<file path="src/rtl/uart_pkg.sv">
// Shared state encoding and ASCII constants for the line assembler.
package uart_pkg;

  localparam int unsigned ASCII_W = 8;
  localparam logic [ASCII_W-1:0] CR = 8'h0D;
  localparam logic [ASCII_W-1:0] LF = 8'h0A;

  typedef enum logic [1:0] {
    ST_IDLE    = 2'd0,
    ST_COLLECT = 2'd1,
    ST_READY   = 2'd2,
    ST_DISCARD = 2'd3
  } line_state_e;

endpackage

</file>
<file path="src/rtl/line_buffer_ram.sv">
// DEPTH x BUS_WIDTH buffer: one synchronous write port, one registered 1-cycle read port.
module line_buffer_ram #(
  parameter int unsigned BUS_WIDTH = 8,
  parameter int unsigned DEPTH     = 16
) (
  input  logic                       i_clk,
  input  logic                       i_reset,
  input  logic                       i_wr_en,
  input  logic [$clog2(DEPTH)-1:0]   i_wr_addr,
  input  logic [BUS_WIDTH-1:0]       i_wr_data,
  input  logic                       i_rd_en,
  input  logic [$clog2(DEPTH)-1:0]   i_rd_addr,
  output logic [BUS_WIDTH-1:0]       o_rd_data
);

  logic [BUS_WIDTH-1:0] r_mem [DEPTH];
  logic [BUS_WIDTH-1:0] r_rd_data;

  // Storage array is deliberately left unreset.
  always_ff @(posedge i_clk) begin
    if (i_wr_en) r_mem[i_wr_addr] <= i_wr_data;
  end

  // Only the read register is reset so the popped-byte output starts at zero.
  always_ff @(posedge i_clk) begin
    if (i_reset)      r_rd_data <= BUS_WIDTH'(0);
    else if (i_rd_en) r_rd_data <= r_mem[i_rd_addr];
  end

  assign o_rd_data = r_rd_data;

endmodule

</file>
<file path="src/rtl/line_assembler.sv">
// Assembles received bytes into terminator-delimited lines and drains them byte by byte.
// Optional idle-gap line closing is enabled by defining LINE_TIMEOUT_EN.
module line_assembler
  import uart_pkg::*;
#(
  parameter int unsigned          BUS_WIDTH      = 8,
  parameter int unsigned          DEPTH          = 16,
  parameter logic [BUS_WIDTH-1:0] TERMINATOR     = BUS_WIDTH'(CR),
  parameter int unsigned          TIMEOUT_CYCLES = 1000
) (
  input  logic                         i_clk,
  input  logic                         i_reset,
  input  logic [BUS_WIDTH-1:0]         i_data,
  input  logic                         i_data_valid,
  input  logic                         i_rd_en,
  input  logic                         i_clr_flags,
  output logic [BUS_WIDTH-1:0]         o_rd_data,
  output logic                         o_rd_valid,
  output logic                         o_line_ready,
  output logic [$clog2(DEPTH+1)-1:0]   o_line_len,
  output logic                         o_overflow,
  output logic                         o_dropped,
  output logic                         o_line_timeout
);

  localparam int unsigned AW = $clog2(DEPTH);
  localparam int unsigned CW = $clog2(DEPTH + 1);

  if (DEPTH < 4 || (DEPTH & (DEPTH - 1)) != 0 || TIMEOUT_CYCLES == 0) begin : g_bad_param
    $error("line_assembler: DEPTH must be a power of two >= 4 and TIMEOUT_CYCLES nonzero");
  end

  line_state_e          r_state;
  line_state_e          w_state_nxt;
  logic [AW-1:0]        r_wr_ptr;
  logic [AW-1:0]        r_rd_ptr;
  logic [CW-1:0]        r_count;
  logic                 r_rd_valid;
  logic                 r_overflow;
  logic                 r_dropped;
  logic [BUS_WIDTH-1:0] w_ram_q;
  logic                 w_collecting;
  logic                 w_is_term;
  logic                 w_full;
  logic                 w_accept;
  logic                 w_pop;
  logic                 w_last_pop;
  logic                 w_ovf_set;
  logic                 w_drop_set;
  logic                 w_tmo_fire;
  logic                 w_line_timeout;

  assign w_collecting = (r_state == ST_IDLE) || (r_state == ST_COLLECT);
  assign w_is_term    = (i_data == TERMINATOR);
  assign w_full       = (r_count == CW'(DEPTH));
  assign w_accept     = i_data_valid && w_collecting && !w_full;
  assign w_ovf_set    = i_data_valid && w_collecting && w_full;
  assign w_drop_set   = i_data_valid && (r_state == ST_READY);
  assign w_pop        = i_rd_en && (r_state == ST_READY);
  assign w_last_pop   = w_pop && (r_count == CW'(1));

`ifdef LINE_TIMEOUT_EN
  localparam int unsigned TW = $clog2(TIMEOUT_CYCLES + 1);

  logic [TW-1:0] r_tmo_cnt;
  logic          r_line_timeout;

  // Fires on the TIMEOUT_CYCLES-th consecutive idle cycle after the last accepted byte.
  assign w_tmo_fire = (r_state == ST_COLLECT) && !i_data_valid &&
                      (r_tmo_cnt == TW'(TIMEOUT_CYCLES - 1));

  always_ff @(posedge i_clk) begin
    if (i_reset || r_state != ST_COLLECT || w_accept) r_tmo_cnt <= TW'(0);
    else                                              r_tmo_cnt <= r_tmo_cnt + TW'(1);
  end

  always_ff @(posedge i_clk) begin
    if (i_reset)                     r_line_timeout <= 1'b0;
    else if (w_tmo_fire)             r_line_timeout <= 1'b1;
    else if (w_state_nxt != ST_READY) r_line_timeout <= 1'b0;
  end

  assign w_line_timeout = r_line_timeout;
`else
  assign w_tmo_fire     = 1'b0;
  assign w_line_timeout = 1'b0;
`endif

  // State register.
  always_ff @(posedge i_clk) begin
    if (i_reset) r_state <= ST_IDLE;
    else         r_state <= w_state_nxt;
  end

  // Next-state logic; a terminator that would be byte DEPTH+1 ends an oversize line.
  always_comb begin
    w_state_nxt = r_state;
    unique case (r_state)
      ST_IDLE, ST_COLLECT: begin
        if (i_data_valid) begin
          if (w_full)         w_state_nxt = w_is_term ? ST_IDLE : ST_DISCARD;
          else if (w_is_term) w_state_nxt = ST_READY;
          else                w_state_nxt = ST_COLLECT;
        end else if (w_tmo_fire) begin
          w_state_nxt = ST_READY;
        end
      end
      ST_READY:   if (w_last_pop) w_state_nxt = ST_IDLE;
      ST_DISCARD: if (i_data_valid && w_is_term) w_state_nxt = ST_IDLE;
      default:    w_state_nxt = ST_IDLE;
    endcase
  end

  // Pointers and count; every return to IDLE rewinds them.
  always_ff @(posedge i_clk) begin
    if (i_reset || w_state_nxt == ST_IDLE) begin
      r_wr_ptr <= AW'(0);
      r_rd_ptr <= AW'(0);
      r_count  <= CW'(0);
    end else if (w_accept) begin
      r_wr_ptr <= r_wr_ptr + AW'(1);
      r_count  <= r_count + CW'(1);
    end else if (w_pop) begin
      r_rd_ptr <= r_rd_ptr + AW'(1);
      r_count  <= r_count - CW'(1);
    end
  end

  // Read strobe and sticky flags; a set event beats a coincident clear.
  always_ff @(posedge i_clk) begin
    if (i_reset) begin
      r_rd_valid <= 1'b0;
      r_overflow <= 1'b0;
      r_dropped  <= 1'b0;
    end else begin
      r_rd_valid <= w_pop;
      if (w_ovf_set)        r_overflow <= 1'b1;
      else if (i_clr_flags) r_overflow <= 1'b0;
      if (w_drop_set)       r_dropped  <= 1'b1;
      else if (i_clr_flags) r_dropped  <= 1'b0;
    end
  end

  line_buffer_ram #(
    .BUS_WIDTH (BUS_WIDTH),
    .DEPTH     (DEPTH)
  ) u_ram (
    .i_clk     (i_clk),
    .i_reset   (i_reset),
    .i_wr_en   (w_accept),
    .i_wr_addr (r_wr_ptr),
    .i_wr_data (i_data),
    .i_rd_en   (w_pop),
    .i_rd_addr (r_rd_ptr),
    .o_rd_data (w_ram_q)
  );

  // Output decode from registered state.
  always_comb begin
    o_line_ready   = (r_state == ST_READY);
    o_line_len     = (r_state == ST_READY) ? r_count : CW'(0);
    o_rd_data      = w_ram_q;
    o_rd_valid     = r_rd_valid;
    o_overflow     = r_overflow;
    o_dropped      = r_dropped;
    o_line_timeout = w_line_timeout;
  end

endmodule

</file>
<file path="config.mk">
export PLATFORM = sky130hd
export DESIGN_NAME = line_assembler
export DESIGN_NICKNAME = d
export VERILOG_FILES = /design/src/rtl/uart_pkg.sv /design/src/rtl/line_buffer_ram.sv /design/src/rtl/line_assembler.sv
export SDC_FILE = /design/constraint.sdc
export NUM_CORES = 1
export LEC_CHECK = 0
export BUFFER_PORTS_ARGS = -buffer_cell sky130_fd_sc_hd__buf_2
export CAP_MARGIN = 5
export CELL_PAD_IN_SITES_DETAIL_PLACEMENT = 2
export CELL_PAD_IN_SITES_GLOBAL_PLACEMENT = 2
export CORE_ASPECT_RATIO = 1.4
export CORE_UTILIZATION = 40
export DETAILED_ROUTE_END_ITERATION = 8
export GPL_TIMING_DRIVEN = 0
export MAX_ROUTING_LAYER = met4
export PLACE_DENSITY_LB_ADDON = 0.1
export SLEW_MARGIN = 20
export SYNTH_ARGS = -nofsm -noshare
export SYNTH_HDL_FRONTEND = slang
export SYNTH_HIERARCHICAL = 1
export SYNTH_SLANG_ARGS = --single-unit
</file>
<file path="constraint.sdc">
create_clock -name i_clk -period 2.6 [get_ports i_clk]
set_input_delay 0.13 -clock i_clk [delete_from_list [all_inputs] [get_ports i_clk]]
set_output_delay 0.13 -clock i_clk [all_outputs]
set_load 0.05 [all_outputs]
</file>
### Yosys cells after proc, flatten, opt, wreduce, memory -nomap -nowiden

Memory sizes are Yosys's and may differ from the RTL's. A register that Yosys moved wholly into a read port is not among the register bits.
Index checks and enable logic that the tools add are counted.

| word-level totals | value |
|---|---|
| memories kept | 1 |
| memory bits (writable) | 128 |
| output and inout bits | 18 |
| word-level logic and storage cells | 51 |
| bits of input ports | 13 |
| bits in registers | 18 |

Memories:

| name | depth | bits a word | read ports | clocked after Yosys merged registers in | wr ports | line | RTL |
|---|---|---|---|---|---|---|---|
| u_ram.r_mem | 16 | 8 | 1 | 1 | 1 | line_buffer_ram.sv:16 | `logic [BUS_WIDTH-1:0] r_mem [DEPTH];` |

| cells by class | value |
|---|---|
| $add $sub $neg | 4 |
| bitwise gates (word level) | 1 |
| equality and inequality tests | 6 |
| mux-type cells | 15 |
| reduce and logical (&&, ||, !) cells | 17 |

Operators with widths:

| cell | number |
|---|---|
| $mux W5 | 3 |
| $mux W2 | 6 |
| $add A4 B1 Y4 const B | 2 |
| $eq A8 B4 Y1 const B | 1 |
| $logic_and A1 B1 Y1 | 7 |
| $pmux W2 S3 | 1 |
| $reduce_bool A2 Y1 | 3 |
| $add A5 B1 Y5 const B | 1 |
| $eq A5 B1 Y1 const B | 1 |
| $eq A5 B5 Y1 const B | 1 |
| $mux W1 | 5 |
| $sub A5 B1 Y5 const B | 1 |
| $eq A2 B2 Y1 const B | 2 |
| $logic_not A2 Y1 | 2 |
| $eq A2 B1 Y1 const B | 1 |
| $logic_or A1 B1 Y1 | 2 |
| $reduce_and A2 Y1 | 1 |
| $reduce_or A2 Y1 | 1 |
| $logic_not A1 Y1 | 1 |
| $not A1 Y1 | 1 |

### Longest topological paths before layout

Gate-level depths: netlist of run 1.

| logic depth | value |
|---|---|
| depth after elaboration | 7 |
| gate-level depth with buffers | 8 |
| depth with buffers taken out | 7 |

### Modules after synthesis

The synthesis of run 1 kept the hierarchy.

By module, submodules not included:

| module | instances | seq. area each (um^2) | cells each | area an instance (um^2) |
|---|---|---|---|---|
| line_buffer_ram | 1 | 4003.8 | 316 | 5343.9 |
| line_assembler | 1 | 360.3 | 104 | 939.7 |

### Least setup slack after synthesis of run 1

Ideal clock, no wire load.

| timing path | value |
|---|---|
| path type | register -> register |
| start | register r_count[0] |
| end | memory u_ram.r_mem[0][0], enable pin |
| path slack | -0.065 ns |
| required time | 2.217 ns |
| buffers on the path | 1 |
| cell stages (with the launch flop) | 8 |
| period minus slack after synthesis | 2.665 ns |
| arrival | 2.281 ns |
| library setup time | 0.383 ns |
| cell sequence | dfxtp_1 > inv_1 > ha_1 > and4bb_1 > nor2b_1 > buf_2 > or3b_2 > nor3_1 |

| on the way | value |
|---|---|
| cells in the longest elaborated chain, start to end | 5 |

RTL lines:

| item | line | RTL |
|---|---|---|
| from (decl) | line_assembler.sv:37 | `logic [CW-1:0] r_count;` |
| from (signal assigned) | line_assembler.sv:122 | `r_count <= r_count + CW'(1);` |
| from (signal assigned) | line_assembler.sv:125 | `r_count <= r_count - CW'(1);` |
| $eq A5 B5 Y1 | line_assembler.sv:55 | `assign w_full = (r_count == CW'(DEPTH));` |
| $logic_not A1 Y1 | line_assembler.sv:56 | `assign w_accept = i_data_valid && w_collecting && !w_full;` |
| $logic_and A1 B1 Y1 | line_assembler.sv:56 |  |
| via w_accept | line_assembler.sv:45 | `logic w_accept;` |
| $mux W1 | line_buffer_ram.sv:21 | `if (i_wr_en) r_mem[i_wr_addr] <= i_wr_data;` |
| $mux W1 (not written as such) | line_buffer_ram.sv:21 |  |
| to (decl) | line_buffer_ram.sv:16 |  |

The timed path passes the listed nets, and every way through them passes these cells.

### Worst setup path after layout of run 1

| timing path | value |
|---|---|
| start | register r_count[0] |
| end | memory u_ram.r_mem[5][2], enable pin |

The elaborated chain is that of the path after synthesis.

==> results.tsv, run 1 <==
metric	value	unit
netlist_area	0.00628	mm2
max-slew-margin-rel	40.5	%
io_buffers	29	
cts_buffer_depth	2	
rsz0062_at_grt	true	
area_growth	20.5	%
syn_inst	420	
maxCapViolCount	0	
clk_pin_slew	60	ps
core-area	0.0152	mm2
avgSynthCellArea	15.0	um2
hold_path.class	in -> reg	
dp_slack	-524	ps
num-nets-final	496	
ys_seq_area_share	69.5	%
synthArstFlopShare	0	%
postSynthRegisterBits	154	
num_rows	53	
io_pins	31	
path_cells	inv_1 > ha_1 > and4bb_1 > nor2b_1 > buf_4 > nand3b_1 > nor2_2	
drt_iter0_drc	189	
viasPerCell	5.56	
crit_family	simple AND/OR/NAND/NOR gates	
dp_hpwl	10700	um
clkLatencyLatePin	430	ps
htree_levels	4	
clock_tree.root_cell	clkbuf_16	
grt_first_pass_wirelength	25000	um
synth_nets	439	
crit_path_top_delay_cell	nor2_2	
cp.required	2660	ps
grt-ovfl-total	0	
fmax	0.397	GHz
power.density	721	mW/mm2
synthFlopType	edfxtp_1	
synth-edff-count	128	
arrival	2580	ps
wl_per_cell	25.1	um
timing.rr.start	r_count[0]$_SDFFE_PP0P_	
die_w	108	um
outcome	completed	
worstSetupPathType	reg -> reg	
fin_ws	82.3	ps
cts_sinks	154	
yosysWarnings	6	
finalHoldViolCount	0	
crit_start	r_count[0]$_SDFFE_PP0P_	
critPathMaxFanout	12	
worst_slew_pin_slew	889	ps
p_leak	2.49	nW
drive_gt1_share	23.1	%
cts_tree	built	
vias	3789	
first_pass_iters	4	
finalWeightedCongestion	0.725	
grt_pass1_vias	4097	
irDropWorstVdd	0.370	mV
post-route-period-util	96.8	%
slowest_delay	550	ps
ant_nets	0	
die-area	0.0162	mm2
antenna_found_initial	0	
grt_max_degree	18	
cp-start-kind	flop	
cp.buffers_inverters	2	
endpoint_kind	flop	
drc	0	
fin_tns_setup	0	ps
gr-usage-all-layers	22.8	%
dieHeight	150	um
fin_worst_skew	14.2	ps
ys_types	43	
drv_slew	0	
start_util	41.4	%
numCtsBuffers	17	
hp-start	i_clr_flags	
setup_violations	0	
antennaDiodeCount	0	
wl	17100	um
period_needed	2520	ps
-- metrics by stage --
stage	cell area (um2)	util, %	instances	power, mW	hold WS, ps
2_1_floorplan	6290	-	420	2.82	202
3_3_place_gp	6670	43.9	641	2.89	439
3_5_place_dp	6690	44.0	641	2.90	442
4_1_cts	7460	49.1	677	5.49	8.33
5_1_grt	7570	49.8	682	5.59	34.4
6_report	7570	49.8	682	5.46	31.9
-- cell families after synthesis --
logic type | Yosys count | share of synthesized area [%]
xor+xnor | 10 | 1.39
fa+ha+maj | 6 | 1.19
flops | 154 | 69.5
simple gates | 115 | 9.14
other cells | 1 | 0.0597
buf+inv | 22 | 3.07
compound gates | 47 | 5.34
mux | 65 | 10.4
-- tightest hold or removal path, delay by kind of cell --
family                 cells  cell delay, ps
AND/OR/NAND/NOR            2              90
buffers and inverters      1              90
AO/OA/AOI/OAI              1             110
-- where the power goes --
group | internal [mW] | switching, mW
clock | 1.55 | 1.04
sequential | 2.69 | 0.0203
combinational | 0.0486 | 0.110
-- sequential cells by signal, summed over array words and instances (netlist names) --
name / cells
o_rd_valid: 1
r_count: 5
r_rd_ptr: 4
r_wr_ptr: 4
o_overflow: 1
o_dropped: 1
u_ram/r_mem: 128
u_ram/o_rd_data: 8
r_state: 2
-- per-layer routing --
metal,GRT usage (%),vias to the layer above,share of wire [%]
met5,-,-,0
met4,9.04,0,2.3
met3,4.11,27,3.1
met2,40.6,79,55
met1,25.0,1975,39
li1,-,1708,-
-- final timing paths --
path | depth (start not counted) | endpoint | slack [ps]
worst max-delay path | 7 | u_ram/r_mem[5][2]$_DFFE_PP_ | 80
worst min-delay path | 4 | o_dropped$_SDFFE_PP0P_ | 30
worst max register to register | 7 | u_ram/r_mem[5][2]$_DFFE_PP_ | 80
worst min register to register | 2 | u_ram/o_rd_data[5]$_SDFFE_PP0P_ | 450
-- cell usage in the layout (no fill, tap or decap), drive strengths merged, types with 3 or more instances in the layout --
cell type | Yosys | layout
nor2 | 32 | 32
dfxtp | 26 | 26
nand3 | 25 | 25
nand2b | 3 | 3
and2 | 5 | 5
nand2 | 24 | 24
clkinv | 0 | 5
a21oi | 15 | 15
buf | 18 | 55
a22oi | 24 | 24
nor2b | 6 | 6
ha | 6 | 6
nor3 | 6 | 6
clkbuf | 0 | 19
bufinv | 0 | 3
xnor2 | 5 | 5
nand3b | 3 | 3
inv | 4 | 6
edfxtp | 128 | 128
mux2i | 65 | 65
nand4 | 4 | 4
xor2 | 5 | 5
clkinvlp | 0 | 3
-- cells in the mapped netlist (4+ instances only) --
| cell type | number | area share (%) |
|---|---|---|
| a22oi_1 | 24 | 2.9 |
| nor2_1 | 32 | 1.9 |
| dfxtp_1 | 26 | 8.3 |
| edfxtp_1 | 128 | 61 |
| buf_2 | 8 | 0.64 |
| a21oi_1 | 14 | 1.1 |
| nand3_1 | 25 | 2.0 |
| ha_1 | 6 | 1.2 |
| and2_1 | 4 | 0.40 |
| nand4_1 | 4 | 0.40 |
| xnor2_1 | 5 | 0.70 |
| nor2b_1 | 5 | 0.50 |
| nor3_1 | 6 | 0.48 |
| nand2_1 | 24 | 1.4 |
| mux2i_1 | 65 | 10 |
| xor2_1 | 5 | 0.70 |
| buf_6 | 4 | 0.72 |
-- timing repair --
action,CTS,global route
setup endpoints to repair,128,96
endpoints found under the hold margin,3,0
gates resized for setup,22,5
pin swaps,3,4
buffers inserted,3,5
hold buffers,1,0
-- layout make-up --
type,count,area [um2]
Clock inverter,13,170
Sequential cell,154,4370
Fill cell,1443,7620
Multi-Input combinational cell,244,1840
Buffer,18,180
Clock buffer,19,443
Timing Repair Buffer,38,315
Inverter,4,15.0
Tap cell,192,240
No activity file was read; power rests on OpenSTA's default activity.
==> run 2, diff against run 1 <==
--- a/config.mk
+++ b/config.mk
@@ -5,12 +5,13 @@
 export SDC_FILE = /design/constraint.sdc
 export NUM_CORES = 1
 export LEC_CHECK = 0
+export ABC_AREA = 1
 export BUFFER_PORTS_ARGS = -buffer_cell sky130_fd_sc_hd__buf_2
 export CAP_MARGIN = 5
 export CELL_PAD_IN_SITES_DETAIL_PLACEMENT = 2
 export CELL_PAD_IN_SITES_GLOBAL_PLACEMENT = 2
 export CORE_ASPECT_RATIO = 1.4
-export CORE_UTILIZATION = 40
+export CORE_UTILIZATION = 36
 export DETAILED_ROUTE_END_ITERATION = 8
 export GPL_TIMING_DRIVEN = 0
 export MAX_ROUTING_LAYER = met4
==> run 2 against run 1 <==
  * Core utilization decreased by 6.8 points
  * Global-route usage increased by 0.23 points
  * Hold slack better by 44 ps
  * Wire length increased by 16%
  * The run now ends with setup timing left
==> results.tsv, run 2 <==
metric	value	unit	change
wl_per_cell	20.7	um	was 25.1 um
finalWeightedCongestion	0.762		was 0.725
hold_path.class	in -> reg		unchanged
top_register	u_ram/r_mem		unchanged
drive_gt1_share	15.3	%	was 23.1%
syn_inst	653		was 420
fillers	1936		was 1,443
synth_common_cells	nand2_1 (207), edfxtp_1 (128), nand3_1 (114)		was edfxtp_1 (128), mux2i_1 (65), nor2_1 (32)
crit_end	u_ram/r_mem[1][1]$_DFFE_PP_		was u_ram/r_mem[5][2]$_DFFE_PP_
ys_seq_area_share	65.6	%	was 69.5%
cts_tree	built		unchanged
synth_nets	672		was 439
worst_slew_pin_slew	597	ps	was 889 ps
layout.cells.non_filler	960		was 682
synth-edff-count	128		unchanged
clkLatencyLatePin	420	ps	was 430 ps
yosysTopAreaCellShare	57.8	%	was 61.2%
synth_area_leaders	edfxtp_1 (58%), nand2_1 (12%), nand3_1 (8.6%)		was edfxtp_1 (61%), mux2i_1 (10%), dfxtp_1 (8.3%)
fin_worst_skew	6.73	ps	was 14.2 ps
totalPowerFinal	5.08	mW	was 5.46 mW
multi_input_area	0.00193	mm2	was 0.00184 mm2
clock_tree.root_cell	clkbuf_16		unchanged
arrival	2690	ps	was 2580 ps
final_area	0.00774	mm2	was 0.00757 mm2
area_growth	16.3	%	was 20.5%
num-nets-final	726		was 496
intPower	4.01	mW	was 4.29 mW
timing.rr.start	r_count[0]$_SDFFE_PP0P_		unchanged
yosysWarnings	6		unchanged
pwr-share-clk	43.4	%	was 47.4%
irDropWorstVdd	0.379	mV	was 0.370 mV
seqCellArea	0.00436	mm2	was 0.00437 mm2
io_pins	31		unchanged
num_rows	58		was 53
dpl_cell_area	0.00710	mm2	was 0.00669 mm2
power_frac_seq	53.3	%	was 49.7%
antenna_found_initial	0		unchanged
fin_ws	-32.2	ps	was 82.3 ps
violations	setup timing		
maxCapViolCount	0		unchanged
avgSynthCellArea	10.2	um2	was 15.0 um2
dp_slack	-181	ps	was -524 ps
rsz0062_at_grt	true		unchanged
worstSetupPathType	reg -> reg		unchanged
cts_buffer_depth	2		unchanged
setup_violations	8		was 0
cp-start-kind	flop		unchanged
grt_first_pass_wirelength	29800	um	was 25,000 um
die_w	117	um	was 108 um
dp_hpwl	13900	um	was 10,700 um
synth.most_common_cell	nand2_1		was edfxtp_1
start_util	37.0	%	was 41.4%
gr-usage-all-layers	23.0	%	was 22.8%
die-area	0.0190	mm2	was 0.0162 mm2
rrSetupSlack	-30	ps	was 80 ps
dieHeight	163	um	was 150 um
crit_start	r_count[0]$_SDFFE_PP0P_		unchanged
largest_reg_flops	128		unchanged
viasPerCell	5.04		was 5.56
switching_share	21.2	%	was 21.4%
drv_slew	0		unchanged
cts_sinks	154		unchanged
postSynthRegisterBits	154		unchanged
numCtsBuffers	17		unchanged
grt_pass1_vias	5258		was 4,097
power.density	657	mW/mm2	was 721 mW/mm2
max-slew-margin-rel	60.2	%	was 40.5%
core-area	0.0180	mm2	was 0.0152 mm2
synthArstFlopShare	0	%	unchanged
io_buffers	29		unchanged
fmax	0.380	GHz	was 0.397 GHz
wl	19900	um	was 17,100 um
ys_types	26		was 43
synth_top_area_cell	edfxtp_1		unchanged
post-route-period-util	101	%	was 96.8%
htree_levels	4		unchanged
drt_iter0_drc	175		was 189
p_leak	3.01	nW	was 2.49 nW
netlist_area	0.00665	mm2	was 0.00628 mm2
vias	4839		was 3,789
finalHoldViolCount	0		unchanged
antennaDiodeCount	0		unchanged
outcome	finished, violations left		was completed
dp_cells	922		was 641
clk_pin_slew	60	ps	about the same
layout_commonest_cell	nand2_1		was edfxtp_1
critPathMaxFanout	10		was 12
synthFlopType	edfxtp_1		unchanged
period_needed	2630	ps	was 2520 ps
first_pass_iters	4		unchanged
ant_nets	0		unchanged
cp.required	2650	ps	was 2660 ps
endpoint_kind	flop		unchanged
grt_max_degree	18		unchanged
rr_endpoint	u_ram/r_mem[1][1]$_DFFE_PP_		was u_ram/r_mem[5][2]$_DFFE_PP_
drc	0		unchanged
grt-ovfl-total	0		unchanged
combinationalPowerShare	3.3	%	was 2.9%
final_cell_mix	nand2_1 (207), edfxtp_1 (128), nand3_1 (114), inv_1 (48), buf_2 (40)		was edfxtp_1 (128), mux2i_1 (65), buf_2 (36), nand3_1 (25)
p_sw	1.08	mW	was 1.17 mW
rr_worst_depth	9		was 7
## run 2: what timing repair did
item / 4_1_cts / 5_1_grt
setup buffers: 0 / 2
gates resized for setup: 12 / 9
pin swaps: 0 / 1
hold endpoints to repair: 3 / 0
hold buffers: 4 / 0
endpoints found under the setup margin: 112 / 128
gates cloned: 0 / 0
## run 2: power groups by stage
stage          clock [mW]  sequential (mW)  combinational, mW
5_1_grt              2.36             2.71              0.186
6_report             2.21             2.71              0.167
4_1_cts              2.27             2.71              0.169
3_3_place_gp            0             2.76              0.154
3_5_place_dp            0             2.76              0.162
2_1_floorplan           0             2.76             0.0744
## run 2: layer usage
layer | global-route usage (%) | wire length [um] | vias up
met5 | - | 0 | -
met4 | 8.92 | 554 | 0
met3 | 3.39 | 452 | 27
met2 | 42.1 | 11300 | 68
met1 | 24.6 | 7550 | 2460
li1 | - | - | 2284
## run 2: area by class of cell
| cell class | instances | share of cell area [%] |
|---|---|---|
| plain buffers | 30 | 2.99 |
| clock buffers | 25 | 6.16 |
| clock inverters | 7 | 0.582 |
| inverters | 51 | 2.47 |
| multi-input cells | 418 | 25.0 |
| flip-flops and latches | 154 | 56.4 |
| well taps | 240 | 3.88 |
| repair buffers | 35 | 2.59 |
## run 2: critical path, stage by stage (launching register included)
cell	delay, ps
dfxtp_1	460
inv_1	120
ha_1	210
nand2_1	60
inv_1	50
nand2_1	130
nand2_2	190
inv_1	200
nand2_1	270
nor2_2	560
## run 2: worst min path at each step
| stage | start | endpoint | slack, ps | cells after the start |
|---|---|---|---|---|
| 3_3_place_gp | i_reset | o_dropped$_SDFFE_PP0P_ | 370 | 2 |
| 4_1_cts | i_rd_en | o_rd_valid$_SDFF_PP0_ | 70 | 3 |
| 2_1_floorplan | i_reset | o_dropped$_SDFFE_PP0P_ | 200 | 1 |
| 3_5_place_dp | i_reset | o_dropped$_SDFFE_PP0P_ | 380 | 2 |
| 6_report | i_rd_en | o_rd_valid$_SDFF_PP0_ | 80 | 3 |
| 5_1_grt | i_rd_en | o_rd_valid$_SDFF_PP0_ | 100 | 3 |
## run 2: stage by stage
stage / setup TNS (ps) / util [%] / hold slack, ps
3_3_place_gp: -1420 / 39.4 / 374
5_1_grt: -9320 / 43.0 / 103
6_report: -245 / 43.0 / 76.3
2_1_floorplan: 0 / - / 199
3_5_place_dp: -8010 / 39.4 / 383
4_1_cts: -2730 / 42.7 / 73.9
## run 2: cells by family (layout without fill, tap and decap cells)
logic type      Yosys count  count (layout)  synth area share, %
buf+inv                  81             148                 6.36
simple gates            385             385                 24.5
compound gates           19              19                 1.49
flops                   154             154                 65.6
other cells               1               1               0.0564
xor+xnor                  7               7                0.921
fa+ha+maj                 6               6                 1.13
==> run 3, diff against run 2 <==
--- a/config.mk
+++ b/config.mk
@@ -14,7 +14,6 @@
 export CORE_UTILIZATION = 36
 export DETAILED_ROUTE_END_ITERATION = 8
 export GPL_TIMING_DRIVEN = 0
-export MAX_ROUTING_LAYER = met4
 export PLACE_DENSITY_LB_ADDON = 0.1
 export SLEW_MARGIN = 20
 export SYNTH_ARGS = -nofsm -noshare
==> run 3 against run 2 <==
  * The run still ends with setup timing left
  * Cell area unchanged
  * Combinational power about the same
  * Core utilization unchanged
  * First-iteration DRC count down 6.3%
  * Sequential cell count unchanged
  * Via count down 0.62%
  * Global-route usage down 0.64 points
  * Critical endpoint is now u_ram/r_mem[1][0]$_DFFE_PP_
  * Hold slack worse by 0.87 ps
  * Register-to-register slack about the same
  * Clock skew up 6.2 ps
==> results.tsv, run 3 (synthesized netlist as in run 2, its figures left out) <==
metric	value	unit	change
num_rows	58		unchanged
crit_path_top_delay_cell	nor2_2		unchanged
largest_reg_flops	128		unchanged
grt_util_met3	3.39	%	unchanged
fmax	0.379	GHz	was 0.380 GHz
p_leak	3.01	nW	unchanged
fin_ws	-40.2	ps	was -32.2 ps
antenna_found_initial	0		unchanged
die_w	117	um	unchanged
wl_per_cell	20.7	um	about the same
antennaDiodeCount	0		unchanged
max-slew-margin-rel	59.8	%	was 60.2%
num-nets-final	726		unchanged
hp-start	i_rd_en		unchanged
power.density	657	mW/mm2	about the same
layout_commonest_cell	nand2_1		unchanged
irDropWorstVdd	0.380	mV	was 0.379 mV
path_cells	inv_1 > ha_1 > nand2_1 > inv_1 > nand2_1 > nand2_2 > inv_1 > nand2_1 > nor2_2		unchanged
io_pins	31		unchanged
htree_levels	4		unchanged
grt_first_pass_wirelength	29800	um	about the same
critPathMaxFanout	10		unchanged
die-area	0.0190	mm2	unchanged
fin_tns_setup	-297	ps	was -245 ps
endpoint_kind	flop		unchanged
drt_iter0_drc	164		was 175
outcome	finished, violations left		unchanged
final_area	0.00774	mm2	unchanged
worst_slew_pin_slew	603	ps	was 597 ps
dp_hpwl	13900	um	unchanged
wl	19900	um	about the same
vias	4809		was 4,839
cts_tree	built		unchanged
met1_usage	24.5	%	was 24.6%
area_growth	16.3	%	unchanged
viasPerCell	5.01		was 5.04
period_needed	2640	ps	was 2630 ps
clkLatencyLatePin	430	ps	was 420 ps
top_register	u_ram/r_mem		unchanged
cts_sinks	154		unchanged
setup_violations	8		unchanged
slowest_delay	560	ps	about the same
start_util	37.0	%	unchanged
crit_start	r_count[0]$_SDFFE_PP0P_		unchanged
totalPowerFinal	5.09	mW	was 5.08 mW
io_buffers	29		unchanged
cts_buffer_depth	2		unchanged
rsz0062_at_grt	true		unchanged
maxCapViolCount	0		unchanged
hold_path_depth	3		unchanged
arrival	2690	ps	about the same
clock_tree.root_cell	clkbuf_16		unchanged
drc	0		unchanged
grt_max_degree	18		unchanged
hold_path.class	in -> reg		unchanged
grt_pass1_vias	5252		was 5,258
cp-start-kind	flop		unchanged
drv_slew	0		unchanged
gr-usage-all-layers	22.4	%	was 23.0%
drive_gt1_share	15.3	%	unchanged
core-area	0.0180	mm2	unchanged
use_met2	42.2	%	was 42.1%
violations	setup timing		unchanged
final_cell_mix	nand2_1 (207), edfxtp_1 (128), nand3_1 (114), inv_1 (48), buf_2 (40)		unchanged
timing.rr.start	r_count[0]$_SDFFE_PP0P_		unchanged
first_pass_iters	4		unchanged
dp_cells	922		unchanged
cp.required	2650	ps	about the same
dieHeight	163	um	unchanged
rr_worst_depth	9		unchanged
top_usage_layer	met2		unchanged
worstSetupPathType	reg -> reg		unchanged
grt-ovfl-total	0		unchanged
layout.cells.non_filler	960		unchanged
finalWeightedCongestion	0.753		was 0.762
dpl_cell_area	0.00710	mm2	unchanged
clk_pin_slew	60	ps	about the same
finalHoldViolCount	0		unchanged
fin_worst_skew	12.9	ps	was 6.73 ps
ant_nets	0		unchanged
numCtsBuffers	17		unchanged
whs	75.4	ps	was 76.3 ps
post-route-period-util	102	%	was 101%
==> run 3: critical path: cells and delay by family, from the launching register on <==
| family | cells | cell delay [ps] |
|---|---|---|
| adder cells (fa/ha/maj) | 1 | 210 |
| buffers and inverters | 3 | 370 |
| flip-flops | 1 | 460 |
| AND/OR/NAND/NOR | 5 | 1210 |
==> run 3: worst paths after layout <==
kind,endpoint,slack [ps]
max,u_ram/r_mem[1][0]$_DFFE_PP_,-40
min,o_rd_valid$_SDFF_PP0_,80
max reg2reg,u_ram/r_mem[1][0]$_DFFE_PP_,-40
min reg2reg,u_ram/o_rd_data[3]$_SDFFE_PP0P_,560
==> run 3: what timing repair did <==
item	in CTS	in global routing
pin swaps	0	1
hold endpoints to repair	3	0
resized for setup	12	9
setup endpoints to repair	112	128
hold buffers	4	0
buffers inserted	0	2
==> run 3: routing by layer <==
metal  part of all wire, %  up-vias
met1                    38     2446
met3                   2.0       19
met2                    57       60
met5                     0        -
met4                   2.3        0
li1                      -     2284
==> run 3: cell type report <==
class | count | area [um2]
inverters | 51 | 191
flip-flops and latches | 154 | 4360
clock inverters | 7 | 45.0
repair buffers | 35 | 200
multi-input cells | 418 | 1930
well taps | 240 | 300
plain buffers | 30 | 231
fillers | 1936 | 10300
clock buffers | 25 | 477
==> run 3: where the power goes <==
group	total, mW	switching (mW)	internal [mW]
registers	2.71	0.0129	2.69
logic	0.167	0.128	0.0394
clock network	2.21	0.941	1.27
total	5.09	1.08	4.01
==> run 3: metrics by stage <==
stage / setup slack, ps / utilization [%]
final: -40.2 / 43.0
after global routing: -176 / 43.0
after CTS: -108 / 42.7
after detailed placement: -181 / 39.4
after global placement: -78.3 / 39.4
after floorplan: 581 / -
